--- config.mk ---
export PLATFORM = sky130hd
export DESIGN_NAME = otp_generator
export DESIGN_NICKNAME = d
export VERILOG_FILES = /design/src/rtl/otp_generator_pkg.sv /design/src/rtl/otp_generator_lfsr.sv /design/src/rtl/otp_generator.sv
export SDC_FILE = /design/constraint.sdc
export NUM_CORES = 1
export LEC_CHECK = 0
export BUFFER_PORTS_ARGS = -buffer_cell sky130_fd_sc_hd__buf_2
export CORE_MARGIN = 2
export CORE_UTILIZATION = 35
export CTS_CLUSTER_SIZE = 28
export DETAILED_ROUTE_END_ITERATION = 8
export PLACE_DENSITY_LB_ADDON = 0.3
export SYNTH_ARGS = -nofsm -noshare
export SYNTH_HDL_FRONTEND = slang
export SYNTH_SLANG_ARGS = --single-unit
--- constraint.sdc ---
create_clock -name clk -period 2.41 [get_ports clk]
set_clock_uncertainty 0.1 [all_clocks]
set_input_delay 0.241 -clock clk [delete_from_list [all_inputs] [get_ports clk]]
set_output_delay 0.241 -clock clk [all_outputs]
set_load 0.005 [all_outputs]
--- src/rtl/otp_generator_pkg.sv ---
// Shared state encoding, LFSR defaults and Galois step helper for the OTP generator.
// Combinational helpers only; no latency, no flow control.
package otp_generator_pkg;

  typedef enum logic [1:0] {
    IDLE    = 2'd0,
    COLLECT = 2'd1,
    DONE    = 2'd2
  } otp_state_t;

  localparam logic [15:0] DEFAULT_SEED = 16'hACE1;
  localparam logic [15:0] DEFAULT_TAPS = 16'hB400;
  localparam logic [3:0]  BCD_MAX      = 4'd9;

  function automatic logic [15:0] galois_step(input logic [15:0] s, input logic [15:0] taps);
    return (s >> 1) ^ (s[0] ? taps : 16'h0000);
  endfunction

endpackage

--- src/rtl/otp_generator_lfsr.sv ---
// 16-bit right-shift Galois LFSR; load beats step, and an all-zero next state becomes SEED.
// State updates one cycle after step/load; no backpressure.
module lfsr16_galois
  import otp_generator_pkg::*;
#(
  parameter logic [15:0] SEED = DEFAULT_SEED,
  parameter logic [15:0] TAPS = DEFAULT_TAPS
) (
  input  logic        clk,
  input  logic        reset,
  input  logic        step,
  input  logic        load,
  input  logic [15:0] load_value,
  output logic [15:0] state_out
);

  logic [15:0] nxt;

  always_comb begin
    nxt = state_out;
    if (load) begin
      nxt = load_value;
    end else if (step) begin
      nxt = galois_step(state_out, TAPS);
    end
    // The all-zero state is a fixed point of the LFSR, so never let it in.
    if (nxt == 16'h0000) begin
      nxt = SEED;
    end
  end

  always_ff @(posedge clk or negedge reset) begin
    if (!reset) begin
      state_out <= SEED;
    end else begin
      state_out <= nxt;
    end
  end

endmodule

--- src/rtl/otp_generator.sv ---
// Collects four rejection-sampled BCD digits from an LFSR and strobes them out as a one-time password.
// Strobe comes 4 + rejects cycles after the request is taken in IDLE; requests outside IDLE are ignored.
module otp_generator
  import otp_generator_pkg::*;
#(
  parameter logic [15:0] SEED     = DEFAULT_SEED,
  parameter logic [15:0] TAPS     = DEFAULT_TAPS,
  parameter bit          FREE_RUN = 1'b1
) (
  input  logic        clk,
  input  logic        reset,
  input  logic        gen_req,
  input  logic        seed_load,
  input  logic [15:0] seed_value,
  output logic [15:0] lfsr_digit,
  output logic        lfsr_latch,
  output logic        busy,
  output logic [7:0]  reject_cnt
);

  otp_state_t  state;
  logic [1:0]  idx;
  logic [15:0] slot;
  logic [15:0] slot_nxt;
  logic [15:0] lfsr_state;
  logic [3:0]  nib;
  logic        lfsr_step;
  logic        sample_ok;
  logic        accept;

  assign lfsr_step = FREE_RUN || (state == COLLECT);
  // A cycle that reloads the seed produces no sample; a zero state is never sampled.
  assign sample_ok = (state == COLLECT) && !seed_load && (lfsr_state != 16'h0000);
  assign nib       = lfsr_state[3:0];
  assign accept    = (nib <= BCD_MAX);

  lfsr16_galois #(
    .SEED (SEED),
    .TAPS (TAPS)
  ) u_lfsr (
    .clk        (clk),
    .reset      (reset),
    .step       (lfsr_step),
    .load       (seed_load),
    .load_value (seed_value),
    .state_out  (lfsr_state)
  );

  always_comb begin
    slot_nxt = slot;
    case (idx)
      2'd0:    slot_nxt[15:12] = nib;
      2'd1:    slot_nxt[11:8]  = nib;
      2'd2:    slot_nxt[7:4]   = nib;
      default: slot_nxt[3:0]   = nib;
    endcase
  end

  always_ff @(posedge clk or negedge reset) begin
    if (!reset) begin
      state      <= IDLE;
      idx        <= 2'd0;
      slot       <= 16'h0000;
      lfsr_digit <= 16'h0000;
      lfsr_latch <= 1'b0;
      busy       <= 1'b0;
      reject_cnt <= 8'd0;
    end else begin
      lfsr_latch <= 1'b0;
      case (state)
        IDLE: begin
          if (gen_req) begin
            state      <= COLLECT;
            busy       <= 1'b1;
            reject_cnt <= 8'd0;
            idx        <= 2'd0;
          end
        end
        COLLECT: begin
          if (sample_ok) begin
            if (accept) begin
              slot <= slot_nxt;
              idx  <= idx + 2'd1;
              if (idx == 2'd3) begin
                state      <= DONE;
                busy       <= 1'b0;
                lfsr_latch <= 1'b1;
                lfsr_digit <= slot_nxt;
              end
            end else if (reject_cnt != 8'hFF) begin
              reject_cnt <= reject_cnt + 8'd1;
            end
          end
        end
        DONE: begin
          state <= IDLE;
        end
        default: begin
          state <= IDLE;
        end
      endcase
    end
  end

endmodule

==> flow_summary.json, run 1 <==
{
  "outcome": "complete, no violations",
  "synth_cell_types": 43,
  "syn_to_final_growth_pct": 23.2,
  "start_util_pct": 36.3,
  "clock_latency_ps": 320,
  "rows": 32,
  "maxSlewHeadroom_pct": 62.4,
  "multi_input_area_sq_um": 1290,
  "dieArea_sq_um": 8780,
  "layout-drive-gt1-share_pct": 49.5,
  "total_power_w": 0.00373,
  "postSynth.asyncResetShare_pct": 100,
  "power_density_nw_per_um2": 1070,
  "rsz0062_at_grt": "no",
  "synth_area_sq_um": 2820,
  "synth_top_area_share_pct": 44.4,
  "syn_inst": 217,
  "worstPathArrival_ps": 2080,
  "period_minus_slack_ps": 1970,
  "final_cell_area_sq_um": 3470,
  "dpl-instance-area_sq_um": 3240,
  "min_from": "seed_value[15]",
  "critPathCaptureType": "flop",
  "cts_htree_levels": 3,
  "gp_congestion": 0.787,
  "drc": 0,
  "synthFlopType": "dfrtp_1",
  "worst_slack_ps": 439,
  "final_cells": 391,
  "n_antenna_cell": 0,
  "clockBufferDepth": 2,
  "numCtsBuffers": 9,
  "cpPeakStageDelay_ps": 530,
  "r2r-start": "u_lfsr.state_out[13]",
  "cts_tree": "built",
  "r2r_cells": 5,
  "track_usage_pct": 14.6,
  "holdPathStages": 3,
  "reg2reg_slack_ps": 440,
  "io-pin-count": 46,
  "root_buffer": "clkbuf_8",
  "p_leak_nw": 1.62,
  "via_count": 1935,
  "yosysMostFrequentCell": "dfrtp_1",
  "nFillCells": 765,
  "grt_max_degree": 23,
  "numPortBuffers": 45,
  "period_share_pct": 81.8,
  "p_int_w": 0.00262,
  "core_area_sq_um": 7770,
  "power_frac_clock_pct": 24.2,
  "cp-start-kind": "flop",
  "syn_nets": 242,
  "cp.buffers_inverters": 1,
  "setup_viol": 0,
  "first_pass_iters": 4,
  "grt-ovfl-total": 0,
  "antenna_found_initial": 0,
  "ir_drop_uv": 628,
  "die_w_um": 93.7,
  "postRouteAntennaNets": 0,
  "cp_slowest_cell": "dfstp_2",
  "seqPwrFrac_pct": 41.1,
  "yosysSeqAreaShare_pct": 51.9,
  "pwr-share-comb_pct": 34.7,
  "yosys_warnings": 0,
  "drv_slew": 0,
  "critPathTopFamily": "simple AND/OR/NAND/NOR gates",
  "cp_num_cells": 5,
  "ys_top_cells_by_area": "dfrtp_1 (44%), mux2_2 (14%), dfstp_2 (7.5%), mux2_4 (6.9%), mux2i_1 (3.6%)",
  "die_y_um": 93.7,
  "drt-wirelength-per-cell_um": 15.0,
  "path_max_fanout": 6,
  "grt_pass1_wl_um": 9890,
  "path_cells": "nor4_1 -> and4_1 -> buf_4 -> nor3b_2 -> mux2_2",
  "cts.sinks": 58,
  "worst_pin_slew_ps": 560,
  "hold_viol": 0,
  "switching_share_pct": 29.8,
  "finalNetCount": 309,
  "grt_pass1_vias": 1987,
  "final-seq-area_sq_um": 1460,
  "path_clk_slew_ps": 60,
  "ys_top_cells_by_count": "dfrtp_1 (50), mux2_2 (35), mux2_4 (13), o21ai_0 (13), mux2i_1 (10)",
  "cts_resized": 0,
  "drt_iter0_markers": 79,
  "synth_edf_count": 0,
  "viasPerCell": 4.95,
  "crit_required_ps": 2520,
  "synth_top_area_cell": "dfrtp_1",
  "wirelength_um": 5860,
  "dp_cells": 371,
  "max_freq_mhz": 507,
  "synth_seq_cells": 58,
  "maxCapViolations": 0,
  "dp_hpwl_um": 4210,
  "startpoint": "u_lfsr.state_out[13]",
  "hp-class": "in -> reg",
  "pre_cts_ws_ps": -41.8,
  "avgSynthCellArea_sq_um": 13.0,
  "p_sw_w": 0.00111,
  "crit_type": "reg -> reg"
}
==> metrics by stage <==
stage                     hold WS (ps)  setup TNS [ps]  utilization (%)
after floorplan                   -155               0                -
after global placement            71.6           -27.8             41.7
after detailed placement          74.1            -120             41.7
after CTS                         47.9               0             44.7
after global routing              46.6               0             44.7
final                             61.9               0             44.7
==> worst min-delay path, stage by stage <==
cell     delay [ps]
buf_2            90
mux2i_1          60
o21ai_0          70
==> placed cells by master (no fill, tap or decap), drive strengths merged, types with 3 or more instances in the layout <==
cell	n
buf	64
dfrtp	50
mux2	48
o21ai	14
clkbuf	11
mux2i	10
nand2	9
nor2	8
dfstp	8
nand3	7
nor4	7
nor3b	6
ha	5
nor3	4
a21oi	4
nand4	3
clkinv	3
==> logic make-up after synthesis <==
group	synth area share, %
xor+xnor	0.933
flops	51.9
mux	24.5
simple gates	11.9
fa+ha+maj	2.22
compound gates	6.35
buf+inv	2.22
==> layout make-up <==
type	instances	share of cell area, %
clock buffer	11	4.36
tap	102	3.68
timing repair buffer	65	10.9
multi-input combinational	148	37.3
sequential	58	42.1
inverter	2	0.216
clock inverter	5	1.51
==> registers in the layout, indices dropped and copies added (netlist names) <==
register          count
idx                   2
reject_cnt            8
slot                 12
lfsr_digit           16
state                 2
lfsr_latch            1
u_lfsr.state_out     16
busy                  1
==> power groups by stage <==
stage	Sequential, W	Combinational (W)	Clock [W]
3_3_place_gp	0.00155	0.00128	0
6_report	0.00153	0.00129	0.000904
2_1_floorplan	0.00153	0.000869	0
5_1_grt	0.00159	0.00142	0.000980
4_1_cts	0.00154	0.00132	0.000929
3_5_place_dp	0.00156	0.00130	0
==> repair_timing <==
action / 4_1_cts / 5_1_grt
endpoints found under the hold margin: 7 / 0
setup buffers: 3 / 0
endpoints found under the setup margin: 3 / 0
hold buffers: 1 / 0
==> worst paths after layout <==
| kind | endpoint |
|---|---|
| max in group asynchronous | u_lfsr.state_out[10] |
| hold / removal | u_lfsr.state_out[15] |
| min in group asynchronous | slot[5] |
| setup reg to reg | slot[8] |
| hold reg to reg | busy |
| setup / recovery | slot[8] |
==> routing by layer <==
layer	global-route usage, %	up-vias	wire [um]	share of wire [%]
met5	0	-	0	0
met1	20.0	961	2880	49
li1	-	933	-	-
met3	4.01	10	205	3.5
met4	5.07	0	86	1.5
met2	22.2	31	2690	46
(Power assumes the default switching activity.)
==> inputs of run 2 (changes only) <==
Settings changed: ABC_AREA set to 1.
Clock period 2.41 ns to 1.8 ns, I/O delays scaled along.
==> run 2 against run 1 <==
  * Power rose by 37%
  * Routed wire length is 29% higher
  * Setup slack lost 320 ps
  * Hold slack worse by 45 ps
  * Cell area grew 15%
  * Critical path depth grew 3
  * Global-route usage rose by 1.6 points
  * Non-clock buffer count is 7 higher
  * Clock-buffer cell count down 1
  * Die area increased by 14%
  * Critical endpoint is now reject_cnt[3]
  * Fmax up 17%
  * Critical path type unchanged
  * First-iteration DRC count increased by 10%
==> flow_summary.json, run 2 <==
{
  "yosys_warnings": 0,
  "hold_viol": 0,
  "cp-start-kind": "flop",
  "ir_drop_uv": 418,
  "maxSlewHeadroom_pct": 70.9,
  "viasPerCell": 4.81,
  "p_leak_nw": 2.03,
  "min_from": "seed_value[0]",
  "antenna_found_initial": 0,
  "holdPathStages": 3,
  "synth_area_sq_um": 3240,
  "maxCapViolations": 0,
  "switching_share_pct": 38.4,
  "numCtsBuffers": 9,
  "worstPathArrival_ps": 1870,
  "p_int_w": 0.00316,
  "layout_commonest_cell": "nand2_1",
  "synth_top_area_cell": "dfrtp_1",
  "synth_edf_count": 0,
  "biggestRegsByFlops": "lfsr_digit (16), slot (16), u_lfsr.state_out (16)",
  "n_antenna_cell": 0,
  "start_util_pct": 35.6,
  "crit_type": "reg -> reg",
  "drc": 0,
  "cts.sinks": 62,
  "rows": 35,
  "cts_htree_levels": 3,
  "hold_ws_ps": 16.6,
  "drv_slew": 0,
  "path_max_fanout": 8,
  "whs_endpoint": "u_lfsr.state_out[0]",
  "wirelength_um": 7540,
  "dp_hpwl_um": 5030,
  "grt_pass1_wl_um": 12700,
  "via_count": 2816,
  "path_clk_slew_ps": 80,
  "dieArea_sq_um": 10100,
  "p_sw_w": 0.00197,
  "fin_util_pct": 43.9,
  "drt_iter0_markers": 87,
  "worst_pin_slew_ps": 436,
  "crit_required_ps": 1990,
  "syn_to_final_growth_pct": 23.2,
  "track_usage_pct": 16.2,
  "r2r_cells": 8,
  "die_y_um": 100,
  "power_density_nw_per_um2": 1280,
  "tns_ps": 0,
  "total_power_w": 0.00513,
  "cts_tree": "built",
  "r2r-start": "u_lfsr.state_out[3]",
  "setup_viol": 0,
  "synth_seq_cells": 62,
  "ys_top_cells_by_area": "dfrtp_1 (42%), nand2_1 (15%), dfstp_2 (6.5%), inv_1 (5.0%), o21ai_0 (4.9%)",
  "synth_cell_types": 32,
  "avgSynthCellArea_sq_um": 8.13,
  "reg2reg_slack_ps": 120,
  "grt-ovfl-total": 0,
  "postRouteAntennaNets": 0,
  "yosysMostFrequentCell": "nand2_1",
  "regToRegEndpoint": "reject_cnt[3]",
  "seqPwrFrac_pct": 38.6,
  "period_minus_slack_ps": 1680,
  "grt_max_degree": 30,
  "max_freq_mhz": 596,
  "postSynth.asyncResetShare_pct": 100,
  "clockBufferDepth": 2,
  "period_share_pct": 93.3,
  "layout-drive-gt1-share_pct": 25.7,
  "gp_congestion": 0.850,
  "first_pass_iters": 5,
  "clock_latency_ps": 350,
  "critPathCaptureType": "flop",
  "final_cell_mix": "nand2_1 (130), dfrtp_1 (54), buf_2 (45)",
  "synthFlopType": "dfrtp_1",
  "outcome": "complete, no violations",
  "syn_inst": 399,
  "synth_top_area_share_pct": 41.7,
  "rsz0062_at_grt": "no",
  "cts_setup_buffers": 0,
  "final_cells": 586,
  "core_area_sq_um": 9110,
  "ys_top_cells_by_count": "nand2_1 (130), dfrtp_1 (54), inv_1 (43)",
  "dp_cells": 561,
  "root_buffer": "clkbuf_8",
  "finalNetCount": 495,
  "pwr-share-comb_pct": 36.3,
  "hp-class": "in -> reg",
  "power_frac_clock_pct": 25.1,
  "syn_nets": 424,
  "drt-wirelength-per-cell_um": 12.9,
  "io-pin-count": 46,
  "grt_pass1_vias": 2709,
  "numPortBuffers": 45,
  "die_w_um": 100,
  "yosysSeqAreaShare_pct": 48.1
}
## run 2: changes by cell type in the layout (fill, tap and decap cells not counted), moves of 6 or more
cell	before	now
nand2_1	9	130
inv_1	2	43
mux2_2	35	0
nor2_1	8	31
o21ai_0	13	32
mux2_4	13	0
nand3_2	0	11
mux2i_1	10	1
nand4_1	3	12
nand3_1	7	15
nor4_1	6	0
o21ai_1	1	7
## run 2: worst max path at each step
stage / start / cells after the start / to
floorplan: u_lfsr.state_out[0] / 11 / lfsr_digit[10]
global placement: state[1] / 8 / lfsr_digit[9]
detailed placement: u_lfsr.state_out[11] / 9 / lfsr_digit[0]
CTS: u_lfsr.state_out[11] / 9 / lfsr_digit[0]
global route: u_lfsr.state_out[0] / 8 / u_lfsr.state_out[6]
finish: u_lfsr.state_out[3] / 8 / reject_cnt[3]
## run 2: worst max-delay path: stages, from the launching register on
cell and delay (ps):
dfrtp_1 410, inv_1 100, nor2_4 310, buf_4 200, nand2_1 60, nand2_2 80
buf_4 170, nand4_1 110, nand2_1 80
## run 2: per-layer routing
metal  vias up  track usage, %  wire [um]
met3        15            2.86        271
met2        59            26.2       3650
met5         -               0          0
met4         0            8.32        163
li1       1406               -          -
met1      1336            20.8       3450
## run 2: timing repair
| item | CTS | global route |
|---|---|---|
| gates cloned | 1 | 2 |
| pin swaps | 2 | 3 |
| resized for setup | 2 | 4 |
| endpoints found under the setup margin | 27 | 41 |
| hold buffers | 6 | 0 |
| endpoints found under the hold margin | 59 | 0 |
## run 2: power by group through the flow
stage	Sequential, W	Clock, W	Combinational (W)
floorplan	0.00201	0	0.00120
global placement	0.00200	0	0.00172
detailed placement	0.00201	0	0.00176
CTS	0.00198	0.00134	0.00182
global route	0.00203	0.00138	0.00213
finish	0.00198	0.00129	0.00186
## run 2: layout make-up
type | count | area (sq um)
clock inverter | 6 | 70.1
sequential | 62 | 1560
fill | 920 | 5110
multi-input combinational | 280 | 1460
tap | 111 | 139
clock buffer | 10 | 138
inverter | 45 | 169
timing repair buffer | 72 | 455
## run 2: cells by family after synthesis
logic type | share of synthesized area (%)
compound gates | 8.45
xor+xnor | 1.35
fa+ha+maj | 1.93
buf+inv | 8.79
flops | 48.1
mux | 0.309
simple gates | 31.0
## run 2: through the flow
step	area (sq um)	setup slack (ps)
floorplan	3240	181
global placement	3660	-163
detailed placement	3660	-210
finish	4000	121
global route	4000	5.61
CTS	3950	15.8
